$ cat config.mk
export PLATFORM = sky130hd
export DESIGN_NAME = key_conditioner
export DESIGN_NICKNAME = d
export VERILOG_FILES = /design/src/rtl/key_conditioner.sv
export SDC_FILE = /design/constraint.sdc
export NUM_CORES = 1
export LEC_CHECK = 0
export BUFFER_PORTS_ARGS = -buffer_cell sky130_fd_sc_hd__buf_2
export CAP_MARGIN = 30
export CORE_MARGIN = 3
export CORE_UTILIZATION = 55
export CTS_BUF_LIST = sky130_fd_sc_hd__clkbuf_4 sky130_fd_sc_hd__clkbuf_8 sky130_fd_sc_hd__clkbuf_16
export DETAILED_ROUTE_END_ITERATION = 8
export PLACE_DENSITY = 0.72
export RECOVER_POWER = 100
export SYNTH_ARGS = -nofsm -noshare
export SYNTH_HDL_FRONTEND = slang
export SYNTH_SLANG_ARGS = --single-unit
$ cat constraint.sdc
create_clock -name CLOCK_50 -period 2.9 [get_ports CLOCK_50]
set_input_delay 0.29 -clock CLOCK_50 [delete_from_list [all_inputs] [get_ports CLOCK_50]]
set_output_delay 0.29 -clock CLOCK_50 [all_outputs]
set_load 0.05 [all_outputs]
$ cat src/rtl/key_conditioner.sv
// Per-key push-button conditioning: 2-FF synchroniser, counter debouncer,
// press/release strobes and a one-shot long-press strobe. All outputs registered.
module key_conditioner #(
  parameter int N_KEYS      = 4,
  parameter int DB_CYCLES   = 500_000,
  parameter int LONG_CYCLES = 50_000_000
) (
  input  logic                  CLOCK_50,
  input  logic                  reset_n,
  input  logic [N_KEYS-1:0]     KEY,
  output logic [N_KEYS-1:0]     key_level,
  output logic [N_KEYS-1:0]     key_press,
  output logic [N_KEYS-1:0]     key_release,
  output logic [N_KEYS-1:0]     key_long,
  output logic [2*N_KEYS-1:0]   long_state
);

  localparam int DBW = $clog2(DB_CYCLES);
  localparam int HCW = $clog2(LONG_CYCLES) + 1;
  localparam logic [DBW-1:0] DB_LAST = DBW'(DB_CYCLES - 1);
  localparam logic [HCW-1:0] HC_LAST = HCW'(LONG_CYCLES - 1);

  typedef enum logic [1:0] {
    LP_IDLE  = 2'd0,
    LP_COUNT = 2'd1,
    LP_DONE  = 2'd2
  } lp_state_t;

  // Raw (active-low) key captured twice; reset value 1 means released.
  logic [N_KEYS-1:0] sync1;
  logic [N_KEYS-1:0] sync2;

  always_ff @(posedge CLOCK_50 or negedge reset_n) begin
    if (!reset_n) begin
      sync1 <= '1;
      sync2 <= '1;
    end else begin
      sync1 <= KEY;
      sync2 <= sync1;
    end
  end

  for (genvar i = 0; i < N_KEYS; i++) begin : g_key
    logic            kn_s;
    logic            accept;
    logic [DBW-1:0]  dbc;
    logic [DBW-1:0]  dbc_next;
    logic            level_q;
    logic            press_q;
    logic            release_q;
    logic            long_q;
    lp_state_t       state;
    lp_state_t       state_next;
    logic [HCW-1:0]  hc;
    logic [HCW-1:0]  hc_next;
    logic            long_next;

    assign kn_s = ~sync2[i];

    // A change is taken on the DB_CYCLES-th consecutive differing sample.
    always_comb begin
      accept   = 1'b0;
      dbc_next = '0;
      if (kn_s != level_q) begin
        if (dbc == DB_LAST) begin
          accept = 1'b1;
        end else begin
          dbc_next = dbc + DBW'(1);
        end
      end
    end

    always_comb begin
      state_next = state;
      hc_next    = hc;
      long_next  = 1'b0;
      if (accept && !kn_s) begin
        state_next = LP_IDLE;
        hc_next    = '0;
      end else begin
        case (state)
          LP_IDLE: begin
            hc_next = '0;
            if (accept && kn_s) state_next = LP_COUNT;
          end
          LP_COUNT: begin
            if (hc == HC_LAST) begin
              long_next  = 1'b1;
              state_next = LP_DONE;
            end else begin
              hc_next = hc + HCW'(1);
            end
          end
          LP_DONE: ;
          default: begin
            state_next = LP_IDLE;
            hc_next    = '0;
          end
        endcase
      end
    end

    always_ff @(posedge CLOCK_50 or negedge reset_n) begin
      if (!reset_n) begin
        dbc       <= '0;
        level_q   <= 1'b0;
        press_q   <= 1'b0;
        release_q <= 1'b0;
        long_q    <= 1'b0;
        state     <= LP_IDLE;
        hc        <= '0;
      end else begin
        dbc       <= dbc_next;
        level_q   <= accept ? kn_s : level_q;
        press_q   <= accept & kn_s;
        release_q <= accept & ~kn_s;
        long_q    <= long_next;
        state     <= state_next;
        hc        <= hc_next;
      end
    end

    assign key_level[i]          = level_q;
    assign key_press[i]          = press_q;
    assign key_release[i]        = release_q;
    assign key_long[i]           = long_q;
    assign long_state[2*i +: 2]  = state;
  end

endmodule

==> results.md, run 1 <==
- First-pass iteration count of the detailed router: 5
- Post-CTS Hold Buffers: 5
- Area Growth Syn to Fin: 9.309%
- Nets: 1298
- Crit path kind: flop to flop
- Setup violation total in the final timing report: 0
- Fmax: 389.3 MHz
- Combinational fraction of design power: 1.9%
- Sw Share: 20.49%
- Clk pwr share: 50.1%
- Initial drt markers: 596
- Share of layout cells above drive strength 1: 8.372%
- Die Area: 23660 sq um
- PD cells: 484.5 nW/um^2
- Slew HR: -46.29%
- Area post-placement: 12420 sq um
- Final ANT Viol Nets: 0
- Failing checks: capacitance limit, slew limit
- Core Util, Final: 61.89%
- Crit share post-route: 88.58%
- Max-cap violations: 1
- Max VDD drop: 0.4604 mV
- Worst Reg-to-Reg Cells: 6
- Crit start category: flop
- First-pass GRT wire length: 44.55 mm
- Leading register cell type out of synthesis: dfrtp_1
- Largest cells by area after synthesis: dfrtp_1 (43%), nand2_1 (3.9%), nor2_1 (3.8%)
- Inst Count DP: 1527
- Global route total overflow: 0
- Flop pwr share: 48.1%
- Row cnt: 53
- Maximum fanout along the worst path: 8
- Critical path data required time: 3310 ps
- Vias per inst: 6.010
- NetSw: 1.304 mW
- WP data arrival: 2970 ps
- HP Class: flop to flop
- Syn nets: 1268
- CORE AREA: 21220 sq um
- Clock buffer depth: 3
- Fin cells: 1577
- Cell taking the most area after synthesis: dfrtp_1
- Root Buffer: clkbuf_16
- Design area: 13130 sq um
- CTS tree: yes
- Die Height: 153.8 microns
- Clock Latency Late Sink: 520 ps
- Min Clock Period, post-route: 2569 ps
- Final RePlAce weighted congestion: 0.8591
- WHS Path Cells: 0
- Drt wl/cell: 16.33 microns
- # fillers: 1856
- Initial Utilization: 56.62%
- Static leakage: 5.369 nW
- Ant diodes: 0
- CTS H-tree depth: 1
- Area taken by multi-input logic gates: 6012 sq um
- RSZ-0062 raised after global routing: no
- Hold Slack: 354.8 ps
- DRC viols: 0
- Final wirelength: 25.75 mm
- Flops & latches, synth: 216
- Syn_area_per_cell: 9.582 sq um
- Status: finished, violations left
- Vias in the first global route: 8987
- Setup crit end kind: flop
- TritonCTS buffer count: 25
- Horiz. Die Dim: 153.8 microns
- Sequential-to-total area share from yosys stat: 45.07%
- Initial antenna violation count: 0
- Final worst clock skew: 20.22 ps
- Post-synth EDFFs: 0
- YS warnings: 0
- CTS Sinks: 216
- Port Buffers: 29
- Cell Area, Synth: 12020 sq um
- Sequential cell area: 5415 sq um
- Unique masters post-synth: 84
- Internal: 5.060 mW
- Number of gates resized after cts: 0
- I/O pin cnt: 30
- Worst-margin pin slew: 2194 ps
- Largest net degree at the start of global routing: 95
- Post-synth ARST share: 100.0%
- Via count: 9478
- Total Routing Usage GR: 21.86%
- Postcts setup bufs: 0
- Clock transition at the registers of the reported paths: 60 ps
- Setup TNS: 0 ps
- Top post-synthesis cells by count: dfrtp_1 (208), nand2_1 (124), nor2_1 (123), nand3_1 (90), nand4_1 (50)
- Final hold violation count: 0
- DP HPWL: 17.43 mm
- Top cell type's share of synthesized area: 43.32%
- Top-count cell post-synth: dfrtp_1
- Final slew viol count: 92
- Cells after synthesis: 1254
==> critical path: stages, from the launching register on <==
cell and delay [ps]:
dfrtp_1 450, or4_1 540, nor4_1 430, a41o_1 480, a21oi_1 120, clkbuf_1 190, a22o_1 240
==> layer usage <==
layer  up-vias  share of wire (%)  GRT usage, %
li1       4635                  -             -
met1      4616                 48         32.11
met2       191                 46         34.55
met3        36                4.0         3.265
met4         0                1.8         5.214
met5         -                  0             0
==> state kept, by name (all words and copies together), names as in the netlist <==
name	flops
g_key.level_q	4
g_key.release_q	4
sync2	4
g_key.dbc	76
g_key.state	8
g_key.long_q	4
g_key.press_q	4
sync1	4
g_key.hc	108
==> kinds of logic after synthesis <==
group                    after synthesis  synth area share (%)
adder cells (fa/ha/maj)                8                0.8331
XOR/XNOR                              72                 5.248
flip-flops                           216                 45.07
AO/OA/AOI/OAI                        199                 12.37
AND/OR/NAND/NOR                      630                 29.05
buffers and inverters                 87                 3.915
multiplexers                          42                 3.509
==> cells in the final DEF (no fill, tap or decap), drive strengths merged, types with 6 or more instances in the layout <==
cell type | Yosys | routed
a22oi | 9 | 9
dfstp | 8 | 8
or2 | 6 | 6
inv | 26 | 27
nor2b | 12 | 12
a21o | 12 | 12
a22o | 17 | 17
a21oi | 43 | 43
a31oi | 16 | 16
nand2 | 126 | 126
xor2 | 31 | 31
and3 | 30 | 30
nand4 | 53 | 53
or4 | 13 | 13
mux2i | 41 | 41
nor4 | 23 | 23
and4 | 26 | 26
or3 | 9 | 9
a21boi | 8 | 8
ha | 8 | 8
xnor2 | 41 | 41
o21ai | 22 | 22
nor3b | 6 | 6
nor3 | 33 | 33
and2 | 16 | 16
a211oi | 19 | 19
dfrtp | 208 | 208
o31ai | 6 | 6
nand2b | 42 | 42
buf | 43 | 28
clkbuf | 18 | 72
nor2 | 123 | 123
nand3 | 91 | 91
==> final cells by class <==
cell class / count / share of cell area, %
inverters: 26 / 0.7431
repair buffers: 64 / 3.172
multi-input cells: 951 / 45.78
flip-flops and latches: 216 / 41.23
clock buffers: 41 / 5.868
well taps: 275 / 2.620
clock inverters: 4 / 0.5906
==> power by group through the flow <==
stage / sequential [mW] / combinational (mW) / clock (mW)
floorplan: 3.11 / 0.0370 / 0
global placement: 3.11 / 0.122 / 0
detailed placement: 3.11 / 0.124 / 0
CTS: 3.06 / 0.131 / 3.27
global route: 3.06 / 0.144 / 3.41
finish: 3.06 / 0.120 / 3.19
==> final timing paths <==
kind / startpoint / endpoint / slack [ps]
worst max-delay path: g_key[3].hc[11] / g_key[3].hc[14] / 330
worst min-delay path: sync1[0] / sync2[0] / 350
worst max register to register: g_key[3].hc[11] / g_key[3].hc[14] / 330
worst min register to register: sync1[0] / sync2[0] / 350
max in group asynchronous: reset_n / g_key[1].hc[5] / 610
min in group asynchronous: reset_n / g_key[2].dbc[18] / 1000
==> through the flow <==
stage	total power, mW	setup slack [ps]
6_report	6.364	331.1
2_1_floorplan	3.144	713.1
3_5_place_dp	3.235	405.6
3_3_place_gp	3.232	461.5
5_1_grt	6.612	120.4
4_1_cts	6.459	396.3
Power figures use the tool's default switching activity.
==> run 2: changes to the inputs <==
- CORE_UTILIZATION: 55 -> 60
- PLACE_DENSITY: 0.72 -> 0.77
==> run 2 against run 1 <==
  * The run still ends with capacitance limit, slew limit left
  * Count of clock-buffer cells in the layout unchanged
  * Critical path depth down 1
  * Wire length down 0.78%
  * Core utilization up 4.9 points
  * Clock power about the same
  * Hold slack worse by 1.1 ps
  * Power down 0.33%
  * Maximum frequency about the same
  * Die area down 8.0%
  * Final cell count down 0.82%
==> results.md, run 2 (same netlist as run 1, synthesis figures left out) <==
- Initial drt markers: 605 (+1.5%)
- Max VDD drop: 0.4407 mV (-4.3%)
- Horiz. Die Dim: 147.5 microns (-4.1%)
- Port Buffers: 29 (unchanged)
- Status: finished, violations left
- Final RePlAce weighted congestion: 0.8892 (+3.5%)
- First-pass iteration count of the detailed router: 5 (unchanged)
- Sequential cell area: 5415 sq um (unchanged)
- CORE AREA: 19590 sq um (-7.7%)
- I/O pin cnt: 30 (unchanged)
- Crit share post-route: 88.63% (about the same)
- Largest net degree at the start of global routing: 96 (+1.1%)
- Number of gates resized after cts: 0 (unchanged)
- Root Buffer: clkbuf_16
- Die Area: 21760 sq um (-8.0%)
- Failing checks: capacitance limit, slew limit
- Vias per inst: 6.144 (+2.2%)
- First-pass GRT wire length: 44.00 mm (-1.2%)
- Final ANT Viol Nets: 0 (unchanged)
- Fmax: 389.1 MHz (about the same)
- Drt wl/cell: 16.34 microns (about the same)
- Commonest non-fill, non-tap cells in the layout: dfrtp_1 (208), nand2_1 (125), nor2_1 (123), nand3_1 (90), nand4_1 (51)
- CTS tree: yes
- DP HPWL: 17.13 mm (-1.7%)
- DRC viols: 0 (unchanged)
- CTS Sinks: 216 (unchanged)
- Final wirelength: 25.55 mm (-0.78%)
- Crit-path leading delay family: compound AO/OA/AOI/OAI gates
- Setup TNS: 0 ps (unchanged)
- Top reg by flops: g_key.hc
- Flop-to-flop setup slack: 330 ps (about the same)
- PD cells: 485.0 nW/um^2 (about the same)
- WP data arrival: 2980 ps (about the same)
- Area taken by multi-input logic gates: 6006 sq um (-0.10%)
- Crit path kind: flop to flop
- RSZ-0062 raised after global routing: no
- Setup violation total in the final timing report: 0 (unchanged)
- Crit-path cells: nand4_1, nor4_1, a21oi_1, a22o_1, a22o_1
- Crit path buffers/inverters: 0 (-1)
- Ant diodes: 0 (unchanged)
- Final hold violation count: 0 (unchanged)
- HP Class: flop to flop
- Total Routing Usage GR: 23.58% (+1.7 points)
- Final worst clock skew: 10.65 ps (-9.565 ps)
- Area Growth Syn to Fin: 8.841%
- Row cnt: 51 (-3.8%)
- Commonest non-fill, non-tap cell in the layout: dfrtp_1
- Max incr delay on CP: 880 ps (+340 ps)
- Via count: 9609 (+1.4%)
- Most frequent CP cell: a22o_1
- Max FFs per register: 108 (unchanged)
- Slowest stage cell on the critical path: nor4_1
- Critical path data required time: 3310 ps (about the same)
- Hold Slack: 353.7 ps (-1.101 ps)
- Clock transition at the registers of the reported paths: 60 ps (about the same)
- Max-cap violations: 1 (unchanged)
- Postcts setup bufs: 0 (unchanged)
- Nets: 1295 (-0.23%)
- Initial antenna violation count: 0 (unchanged)
- Slew HR: -45.21% (+1.1 points)
- Min Clock Period, post-route: 2570 ps (+1.481 ps)
- Static leakage: 5.352 nW (-0.30%)
- Setup crit end kind: flop
- Initial Utilization: 61.33% (+4.7 points)
- Clock Latency Late Sink: 520 ps (about the same)
- Fin worst setup slack: 329.7 ps (-1.481 ps)
- Final slew viol count: 94 (+2.2%)
- Worst-margin pin slew: 2178 ps (-16.12 ps)
- Dpl ws: 376.2 ps (-29.46 ps)
- # fillers: 1582 (-15%)
- Global route total overflow: 0 (unchanged)
- Maximum fanout along the worst path: 8 (unchanged)
- Share of layout cells above drive strength 1: 8.314% (-0.058 points)
- Vias in the first global route: 9129 (+1.6%)
- Die Height: 147.5 microns (-4.1%)
- CTS H-tree depth: 1 (unchanged)
- Clock buffer depth: 3 (unchanged)
- Largest regs: g_key.hc: 108 flops, g_key.dbc: 76 flops, g_key.state: 8 flops
- Crit start category: flop
- TritonCTS buffer count: 24 (-4.0%)
-- run 2: cell count changes in the layout (fill, tap and decap cells not counted), sizes merged --
cell | previous run | this run
bufinv | 2 | 1
inv | 27 | 26
clkinvlp | 0 | 1
buf | 28 | 26
-- run 2: metal layers --
| layer | wire (microns) | vias to the layer above | global-route usage (%) |
|---|---|---|---|
| met3 | 1250 | 45 | 3.280 |
| met5 | 0 | - | 0 |
| met1 | 11980 | 4692 | 34.67 |
| li1 | - | 4624 | - |
| met4 | 521 | 0 | 5.778 |
| met2 | 11800 | 248 | 37.42 |
-- run 2: report_power, final --
part           switching (mW)  internal (mW)  leakage, nW
Combinational          0.0892         0.0305         1.95
Clock                    1.19           1.97        0.426
Sequential             0.0189           3.04         2.98
Total                    1.30           5.04         5.35
-- run 2: worst paths after layout --
path / end / start / cells after the start
max: g_key[3].hc[14] / g_key[3].dbc[15] / 5
min: sync2[3] / sync1[3] / 0
max reg2reg: g_key[3].hc[14] / g_key[3].dbc[15] / 5
min reg2reg: sync2[3] / sync1[3] / 0
max in group asynchronous: sync1[0] / reset_n / 3
min in group asynchronous: g_key[2].dbc[18] / reset_n / 2
-- run 2: area by class of cell --
class                           instances  area share (%)
Clock buffer                           41           6.181
Clock inverter                          3          0.3253
Inverter                               26          0.7463
Multi-Input combinational cell        951           45.92
Sequential cell                       216           41.41
Tap cell                              265           2.535
Timing Repair Buffer                   62           2.880
-- run 2: stage by stage --
step	instance area, sq um	std cells	power, mW	util, %
3_5_place_dp	12370	1515	3.233	63.13
6_report	13080	1564	6.343	66.76
3_3_place_gp	12370	1515	3.230	63.13
5_1_grt	13080	1564	6.554	66.76
2_1_floorplan	12020	1254	3.144	-
4_1_cts	13270	1564	6.420	67.73
-- run 2: timing repair --
item                                   in CTS  in global routing
hold buffers                                5                  0
setup endpoints to repair                   0                  0
endpoints found under the hold margin      93                  0
-- run 2: worst register-to-register path, stage by stage (launching register included) --
cell     delay, ps
dfrtp_1        430
nand4_1        130
nor4_1         880
a21oi_1        470
a22o_1         330
a22o_1         220
